## config.mk

```make
export PLATFORM = sky130hd
export DESIGN_NAME = if_fetch_stage
export DESIGN_NICKNAME = d
export VERILOG_FILES = /design/src/rtl/if_fetch_stage.sv
export SDC_FILE = /design/constraint.sdc
export NUM_CORES = 1
export LEC_CHECK = 0
export BUFFER_PORTS_ARGS = -buffer_cell sky130_fd_sc_hd__clkbuf_2
export CELL_PAD_IN_SITES_DETAIL_PLACEMENT = 1
export CELL_PAD_IN_SITES_GLOBAL_PLACEMENT = 1
export CORE_MARGIN = 2
export CORE_UTILIZATION = 30
export CTS_BUF_LIST = sky130_fd_sc_hd__clkbuf_4 sky130_fd_sc_hd__clkbuf_8
export DETAILED_ROUTE_END_ITERATION = 16
export GPL_ROUTABILITY_DRIVEN = 1
export GPL_TIMING_DRIVEN = 0
export PLACE_DENSITY_LB_ADDON = 0.1
export SLEW_MARGIN = 20
export SYNTH_ARGS = -nofsm -noshare
export SYNTH_HDL_FRONTEND = slang
export SYNTH_SLANG_ARGS = --single-unit
```

## constraint.sdc

```tcl
create_clock -name clk -period 3.05 [get_ports clk]
set_input_delay 0 -clock clk [delete_from_list [all_inputs] [get_ports clk]]
set_output_delay 0 -clock clk [all_outputs]
set_load 0.02 [all_outputs]
```

## src/rtl/if_fetch_stage.sv

```systemverilog
// ---------------------------------------------------------------------------
// if_fetch_stage
// Instruction-fetch stage of a 5-stage MIPS pipeline. Holds the PC, drives
// the instruction-memory address and picks the next PC from sequential,
// branch, j/jal and jr sources resolved in ID. On a taken control transfer
// the wrong-path instruction is squashed to a NOP. Saturating fetch and
// stall counters and a sticky misaligned-target flag are kept.
//
// Parameters
//   RESET_PC    PC loaded on reset
//   IMEM_WORDS  instruction memory depth in words (fetch beyond it -> NOP)
//   CNT_W       width of the saturating performance counters
//
// Ports
//   clk, rst            clock (posedge) and asynchronous active-high reset
//   stall               hold PC; redirect inputs ignored while high
//   branchTaken/Target  taken branch and its target (from ID)
//   jump/jumpIndex      j/jal and instr[25:0]
//   pcAdd4ID            PC+4 of the ID instruction (upper nibble for jumps)
//   jr/jrTarget         jr and forwarded rs value
//   imemAddr            instruction memory byte address (= pc)
//   imemData            combinational instruction memory read data
//   pcAdd4IF            pc + 4, to IF/ID
//   instructionIF       fetched instruction or NOP, to IF/ID
//   fetchCount          instructions handed to IF/ID (not stalled/squashed)
//   stallCount          cycles with stall high
//   misalignErr         sticky: a jr/branch target had addr[1:0] != 0
// ---------------------------------------------------------------------------
module if_fetch_stage #(
  parameter logic [31:0] RESET_PC   = 32'h0000_0000,
  parameter int          IMEM_WORDS = 256,
  parameter int          CNT_W      = 16
) (
  input  logic             clk,
  input  logic             rst,
  input  logic             stall,
  input  logic             branchTaken,
  input  logic [31:0]      branchTarget,
  input  logic             jump,
  input  logic [25:0]      jumpIndex,
  input  logic [31:0]      pcAdd4ID,
  input  logic             jr,
  input  logic [31:0]      jrTarget,
  output logic [31:0]      imemAddr,
  input  logic [31:0]      imemData,
  output logic [31:0]      pcAdd4IF,
  output logic [31:0]      instructionIF,
  output logic [CNT_W-1:0] fetchCount,
  output logic [CNT_W-1:0] stallCount,
  output logic             misalignErr
);

  localparam logic [31:0] IMEM_WORDS_W = 32'(IMEM_WORDS);
  localparam logic [CNT_W-1:0] CNT_ONE = {{(CNT_W-1){1'b0}}, 1'b1};

  logic [31:0]      pc_q, pc_d;
  logic [CNT_W-1:0] fetch_cnt_q, fetch_cnt_d;
  logic [CNT_W-1:0] stall_cnt_q, stall_cnt_d;
  logic             misalign_q, misalign_d;
  logic             redirect;
  logic             in_range;

  // Counter increment that sticks at all-ones instead of wrapping.
  function automatic logic [CNT_W-1:0] sat_inc(input logic [CNT_W-1:0] v);
    return (&v) ? v : v + CNT_ONE;
  endfunction

  // Redirects are only honoured when not stalled; ID re-resolves afterwards.
  assign redirect = !stall && (jr || jump || branchTaken);
  assign in_range = {2'b00, pc_q[31:2]} < IMEM_WORDS_W;

  assign imemAddr      = pc_q;
  assign pcAdd4IF      = pc_q + 32'd4;
  // The slot fetched while a redirect resolves is on the wrong path.
  assign instructionIF = (rst || redirect || !in_range) ? 32'h0 : imemData;
  assign fetchCount    = fetch_cnt_q;
  assign stallCount    = stall_cnt_q;
  assign misalignErr   = misalign_q;

  always_comb begin
    pc_d        = pc_q + 32'd4;
    fetch_cnt_d = fetch_cnt_q;
    stall_cnt_d = stall_cnt_q;
    misalign_d  = misalign_q;
    if (stall) begin
      pc_d        = pc_q;
      stall_cnt_d = sat_inc(stall_cnt_q);
    end else if (jr) begin
      pc_d = {jrTarget[31:2], 2'b00};
      if (jrTarget[1:0] != 2'b00) misalign_d = 1'b1;
    end else if (jump) begin
      // Jump targets are word-aligned by construction.
      pc_d = {pcAdd4ID[31:28], jumpIndex, 2'b00};
    end else if (branchTaken) begin
      pc_d = {branchTarget[31:2], 2'b00};
      if (branchTarget[1:0] != 2'b00) misalign_d = 1'b1;
    end else if (in_range) begin
      fetch_cnt_d = sat_inc(fetch_cnt_q);
    end
  end

  // PC register stage boundary
  always_ff @(posedge clk or posedge rst) begin
    if (rst) begin
      pc_q        <= RESET_PC;
      fetch_cnt_q <= '0;
      stall_cnt_q <= '0;
      misalign_q  <= 1'b0;
    end else begin
      pc_q        <= pc_d;
      fetch_cnt_q <= fetch_cnt_d;
      stall_cnt_q <= stall_cnt_d;
      misalign_q  <= misalign_d;
    end
  end

endmodule

```

==> results of run 1 <==
## final cells by class
class                   instances  area [µm²]
plain buffers                  38         204
clock buffers                  10         138
clock inverters                 6        60.1
fillers                      1806        7950
inverters                      12        47.5
multi-input cells             399        2610
flip-flops and latches         63        1580
well taps                     184         230
repair buffers                292        1660
## cells in the final DEF, fill, tap and decap left out, types with 4 or more instances in the layout
| cell type | n |
|---|---|
| and3_1 | 10 |
| clkbuf_8 | 11 |
| nand2_1 | 44 |
| xnor2_1 | 36 |
| nand4_1 | 20 |
| a22oi_1 | 14 |
| nor3_1 | 13 |
| a31oi_1 | 4 |
| nor2_1 | 22 |
| mux2i_1 | 7 |
| or2_2 | 6 |
| dlygate4sd3_1 | 36 |
| buf_4 | 5 |
| buf_1 | 5 |
| xor2_1 | 11 |
| and4_1 | 9 |
| a221o_1 | 20 |
| clkbuf_2 | 256 |
| nor2b_1 | 4 |
| o21ai_0 | 49 |
| dfrtp_1 | 63 |
| conb_1 | 4 |
| and2_1 | 35 |
| nor4_1 | 9 |
| inv_1 | 11 |
| nand3_1 | 27 |
| clkbuf_1 | 21 |
| o21a_1 | 4 |
| a21oi_1 | 8 |
## routing by layer
layer  global-route usage  wire (µm)  up-vias
met3               0.0475       1060       33
met5                    0          0        -
met4               0.0824        416        0
met2                0.403       9250      170
met1                0.309       8060     2576
li1                     -          -     2468
## final timing paths
kind,from,end,slack [ps],depth (start not counted)
setup / recovery,imemAddr[17],instructionIF[12],290,7
hold / removal,jumpIndex[14],imemAddr[16],20,4
setup reg to reg,imemAddr[17],fetchCount[13],410,7
hold reg to reg,misalignErr,misalignErr,460,1
max in group asynchronous,rst,imemAddr[5],2390,4
min in group asynchronous,rst,fetchCount[7],130,3
## logic make-up (layout without fill, tap and decap cells)
kind of cell	count (synthesis)	in the layout	synth area share
simple gates	218	218	0.282
compound gates	118	118	0.181
flops	63	63	0.357
buf+inv	50	358	0.0564
xor+xnor	47	47	0.0932
mux	9	9	0.0210
fa+ha+maj	3	3	0.00850
other cells	1	4	0.000849
## worst max-delay path, stage by stage, from the launching register on
cell,delay [ps]
dfrtp_1,390
clkbuf_1,250
nor4_1,330
nand4_1,280
nor3_2,430
clkbuf_1,330
and2_1,180
clkbuf_2,190
## power by group
part | switching, mW | total, mW | internal [mW]
clock | 0.370 | 0.765 | 0.395
sequential | 0.144 | 1.08 | 0.933
combinational | 0.562 | 0.941 | 0.378
total | 1.08 | 2.78 | 1.71
## what timing repair did
| action | in CTS | in global routing |
|---|---|---|
| endpoints found under the hold margin | 90 | 0 |
| setup endpoints to repair | 0 | 30 |
| resized for setup | 0 | 1 |
| hold buffers | 36 | 0 |
## flip-flops by register name (all words and copies together) (netlist names)
signal       flops
fetchCount      16
imemAddr        30
misalignErr      1
stallCount      16
## through the flow
step	power, mW	TNS, ps
6_report	2.78	0
5_1_grt	2.94	0
4_1_cts	2.81	0
3_5_place_dp	1.99	0
3_3_place_gp	1.96	-15700
2_1_floorplan	1.59	0
==> results by group, run 1 <==
Detailed routing
  • Avg WL per Cell: around 19 µm
  • Via count: 5,247
  • First drt pass iteration count: 4
  • Vias per cell: ~5.2
  • DRC: 0
  • Drt total wl: roughly 19,000 µm
  • Routed Antenna Nets: 0
  • 1st-iter DRT viols: around 240

Yosys
  • Post-synthesis sequential area ratio: 0.357
  • Most frequent cell after synthesis: dfrtp_1
  • Post-synth top area share: 0.357
  • Number of distinct library cells after synthesis: 56
  • Commonest cells post-synth: 63 x dfrtp_1, 49 x o21ai_0, 44 x nand2_1
  • #FFs+latches synth: between 60 and 70
  • Cells after Synth: 509
  • Syn. warnings: 0
  • Synth area leaders: dfrtp_1 36%, xnor2_1 7.1%, o21ai_0 5.6%, and2_1 5.0%, a221o_1 4.5%
  • Top FF cell, synth: dfrtp_1
  • Synth Cell Area: between 4000 and 5000 µm²
  • Largest area contributor in the netlist: dfrtp_1
  • Post-synth EDFFs: 0
  • Syn_area_per_cell: ~8.7 µm²
  • Async SR Flop Fraction: 1.00

Flow run
  • MaxCap Viol Count: 0

STA
  • Fin Clk Skew: 8.72 ps
  • Relative slew slack: 0.421
  • RSZ-0062 raised after global routing: no
  • PnR worst setup slack: 292 ps
  • Worst slew pin tran: 861 ps
  • Min Clock Period, post-route: about 2800 ps
  • Final hold vios: 0
  • # setup viols final: 0
  • Max Fclk: around 0.36 GHz
  • Hold slack: approximately 21 ps
  • Fin crit share: 0.904
  • Max Transition Viols Final: 0

Place
  • Setup WS pre-CTS: around 400 ps
  • Placed Cells: about 950
  • Placed cell areas: 5970 µm²
  • Gpl congestion: 0.819
  • Hpwl dp: about 15,000 µm
  • Port bufs: between 200 and 300

Global routing
  • Largest net degree at the start of global routing: 48
  • First-pass GRT wire length: 29,800 µm
  • Gr ovfl total: 0
  • GRT Total Usage: 0.240
  • Vias in the first global route: around 5,500
  • Initial antenna violation count: 0

Clock tree
  • CTS tree: done
  • Worst-path clk slew: around 80 ps
  • Root Buffer: clkbuf_8
  • Sink Count: 63
  • Setup bufs post-CTS: 0
  • CTS Buf Count: 9
  • Clock Path Buffers: 2
  • Worst-Skew Late Latency: between 300 and 400 ps
  • H-Tree Depth: 3

Pwr
  • Worst VDD drop: roughly 0.00018 V
  • Pwr Density: about 430 nW/µm²
  • Leakage Power: around 3.2 nW

Cells and area
  • Fraction of layout cells with a size suffix above 1: 0.374
  • Design Area, Final: between 6000 and 7000 µm²
  • N_diodes: 0
  • Non-filler cells, final: ~1,000
  • Final design utilization: 0.451
  • Nets: about 1,000
  • Area Growth Syn to Fin: 47.9%

Die
  • Die H: between 100 and 150 µm
  • Ports: between 200 and 300
  • Die W: ~130 µm
  • Cell row count: 44
  • Initial core utilization: 0.305
  • Die area: approximately 16,000 µm²
  • Core box area: approximately 14,000 µm²

Setup path
  • Crit-path max FO: 10
  • Crit path kind: flip-flop to output pin
  • Worst path required time: 3050 ps
  • Startpoint Class: flip-flop
  • CP Capture Type: output pin
  • Crit path arrival time: between 2000 and 3000 ps

Hold path
  • Hold crit path type: primary input to flip-flop

Run status
  • Status: finished, final reports clean
No activity file was read; power rests on OpenSTA's default activity.
==> run 2, diff against run 1 <==
--- a/config.mk
+++ b/config.mk
@@ -10,7 +10,8 @@
 export CELL_PAD_IN_SITES_GLOBAL_PLACEMENT = 1
 export CORE_MARGIN = 2
 export CORE_UTILIZATION = 30
-export CTS_BUF_LIST = sky130_fd_sc_hd__clkbuf_4 sky130_fd_sc_hd__clkbuf_8
+export CTS_BUF_LIST = sky130_fd_sc_hd__clkbuf_4 sky130_fd_sc_hd__clkbuf_8 sky130_fd_sc_hd__clkbuf_16
+export CTS_CLUSTER_DIAMETER = 50
 export DETAILED_ROUTE_END_ITERATION = 16
 export GPL_ROUTABILITY_DRIVEN = 1
 export GPL_TIMING_DRIVEN = 0
==> results by group, run 2 (synthesis results as in run 1) <==
Detailed routing
  • 1st-iter DRT viols: 241
  • First drt pass iteration count: 4
  • Vias per cell: 5.23
  • Via count: a little over 5,000
  • Routed Antenna Nets: 0
  • Drt total wl: 18,700 µm
  • DRC: 0
  • Avg WL per Cell: between 15 and 20 µm

Die
  • Ports: 289
  • Core box area: ~14,000 µm²
  • Cell row count: 44
  • Die W: roughly 130 µm
  • Initial core utilization: 0.305
  • Die area: around 16,000 µm²
  • Die H: about 130 µm

STA
  • Min Clock Period, post-route: 2710 ps
  • Worst slew pin tran: slightly above 900 ps
  • Relative slew slack: 0.375
  • Final hold vios: 0
  • # setup viols final: 0
  • Max Transition Viols Final: 0
  • Fin crit share: 0.889
  • Max Fclk: ~0.37 GHz
  • Fin Clk Skew: 6.61 ps
  • RSZ-0062 raised after global routing: no

Place
  • Gpl congestion: around 0.82
  • Port bufs: approximately 260
  • Hpwl dp: 14,700 µm
  • Placed Cells: between 900 and 1,000

Cells and area
  • Nets: 963
  • Final design utilization: 0.448
  • Max FFs per register: 30
  • Commonest non-fill, non-tap cell in the layout: clkbuf_2
  • Fillcell total: ~1,800
  • Area Growth Syn to Fin: 46.8%
  • N_diodes: 0
  • Fraction of layout cells with a size suffix above 1: 0.381
  • Most frequent cells in the layout: 256 x clkbuf_2, 63 x dfrtp_1, 49 x o21ai_0
  • Non-filler cells, final: about 990

Global routing
  • GRT Total Usage: 0.239
  • Initial antenna violation count: 0
  • First-pass GRT wire length: around 30,000 µm
  • Vias in the first global route: 5,419
  • Gr ovfl total: 0
  • Largest net degree at the start of global routing: 48

Pwr
  • Worst VDD drop: 0.000261 V
  • Clk pwr share: 0.345
  • Sequential power share: 0.354
  • Internal: between 1.5 and 2 mW
  • Pwr Density: ~470 nW/µm²
  • Logic gate share of total power: 0.301
  • Switching share of power: 0.363
  • Switching Power: ~1.1 mW
  • Leakage Power: about 3.1 nW

Setup path
  • Crit path kind: flip-flop to output pin
  • Crit-path max FO: 10
  • CP Capture Type: output pin
  • Startpoint Class: flip-flop
  • Crit path arrival time: 2710 ps
  • Worst path required time: around 3100 ps

Hold path
  • Hold crit path type: primary input to flip-flop

Clock tree
  • CTS tree: done
  • Setup bufs post-CTS: 0
  • Root Buffer: clkbuf_16
  • Clock Path Buffers: 2
  • Worst-Skew Late Latency: 340 ps
  • CTS Buf Count: 9
  • H-Tree Depth: 3
  • Sink Count: between 60 and 70
  • Worst-path clk slew: 60 ps

Run status
  • Status: finished, final reports clean

Flow run
  • MaxCap Viol Count: 0
[run 2: stage by stage]
stage / TNS, ps / cell area, µm² / setup WS (ps) / hold slack (ps) / total power, mW
6_report: 0 / 6480 / 338 / 4.39 / 3.05
2_1_floorplan: 0 / 4430 / 603 / 146 / 1.59
5_1_grt: 0 / 6480 / 94.9 / 20.7 / 3.22
3_5_place_dp: 0 / 5970 / 400 / -44.9 / 1.99
3_3_place_gp: -15700 / 5930 / -541 / 239 / 1.96
4_1_cts: 0 / 6480 / 122 / 1.60 / 3.09
[run 2: final cells by class]
class                           count  area (µm²)  area share
Sequential cell                    63        1580       0.243
Inverter                           12        47.5     0.00733
Clock buffer                       10         239      0.0369
Clock inverter                      6        60.1     0.00926
Multi-Input combinational cell    399        2610       0.403
Tap cell                          184         230      0.0355
Buffer                             38         204      0.0315
Timing Repair Buffer              277        1510       0.234
[run 2: repair_timing]
item / 4_1_cts / 5_1_grt
endpoints found under the setup margin: 0 / 24
hold endpoints to repair: 82 / 0
resized for setup: 0 / 1
hold buffers: 21 / 0
[run 2: final timing paths]
path | from | cells after the start | to | slack, ps
max | imemAddr[17] | 7 | instructionIF[12] | 340
min | jrTarget[2] | 3 | imemAddr[2] | 4
max reg2reg | imemAddr[17] | 7 | fetchCount[13] | 420
min reg2reg | misalignErr | 1 | misalignErr | 460
max in group asynchronous | rst | 4 | misalignErr | 2360
min in group asynchronous | rst | 3 | fetchCount[12] | 160
[run 2: worst max-delay path: stages (launching register included)]
cell	delay, ps
dfrtp_1	390
clkbuf_1	240
nor4_1	320
nand4_1	280
nor3_2	430
clkbuf_1	330
and2_1	180
clkbuf_2	190
[run 2: layer usage]
metal	track usage	part of all wire	up-vias
met5	0	0	-
met2	0.395	0.49	173
met3	0.0526	0.051	32
met4	0.0869	0.023	0
met1	0.308	0.44	2526
li1	-	-	2440
[run 2: power by group through the flow]
| stage | logic (mW) | registers, mW | clock network [mW] |
|---|---|---|---|
| 3_5_place_dp | 0.896 | 1.09 | 0 |
| 2_1_floorplan | 0.411 | 1.18 | 0 |
| 5_1_grt | 0.999 | 1.10 | 1.12 |
| 4_1_cts | 0.924 | 1.08 | 1.08 |
| 3_3_place_gp | 0.876 | 1.09 | 0 |
| 6_report | 0.917 | 1.08 | 1.05 |
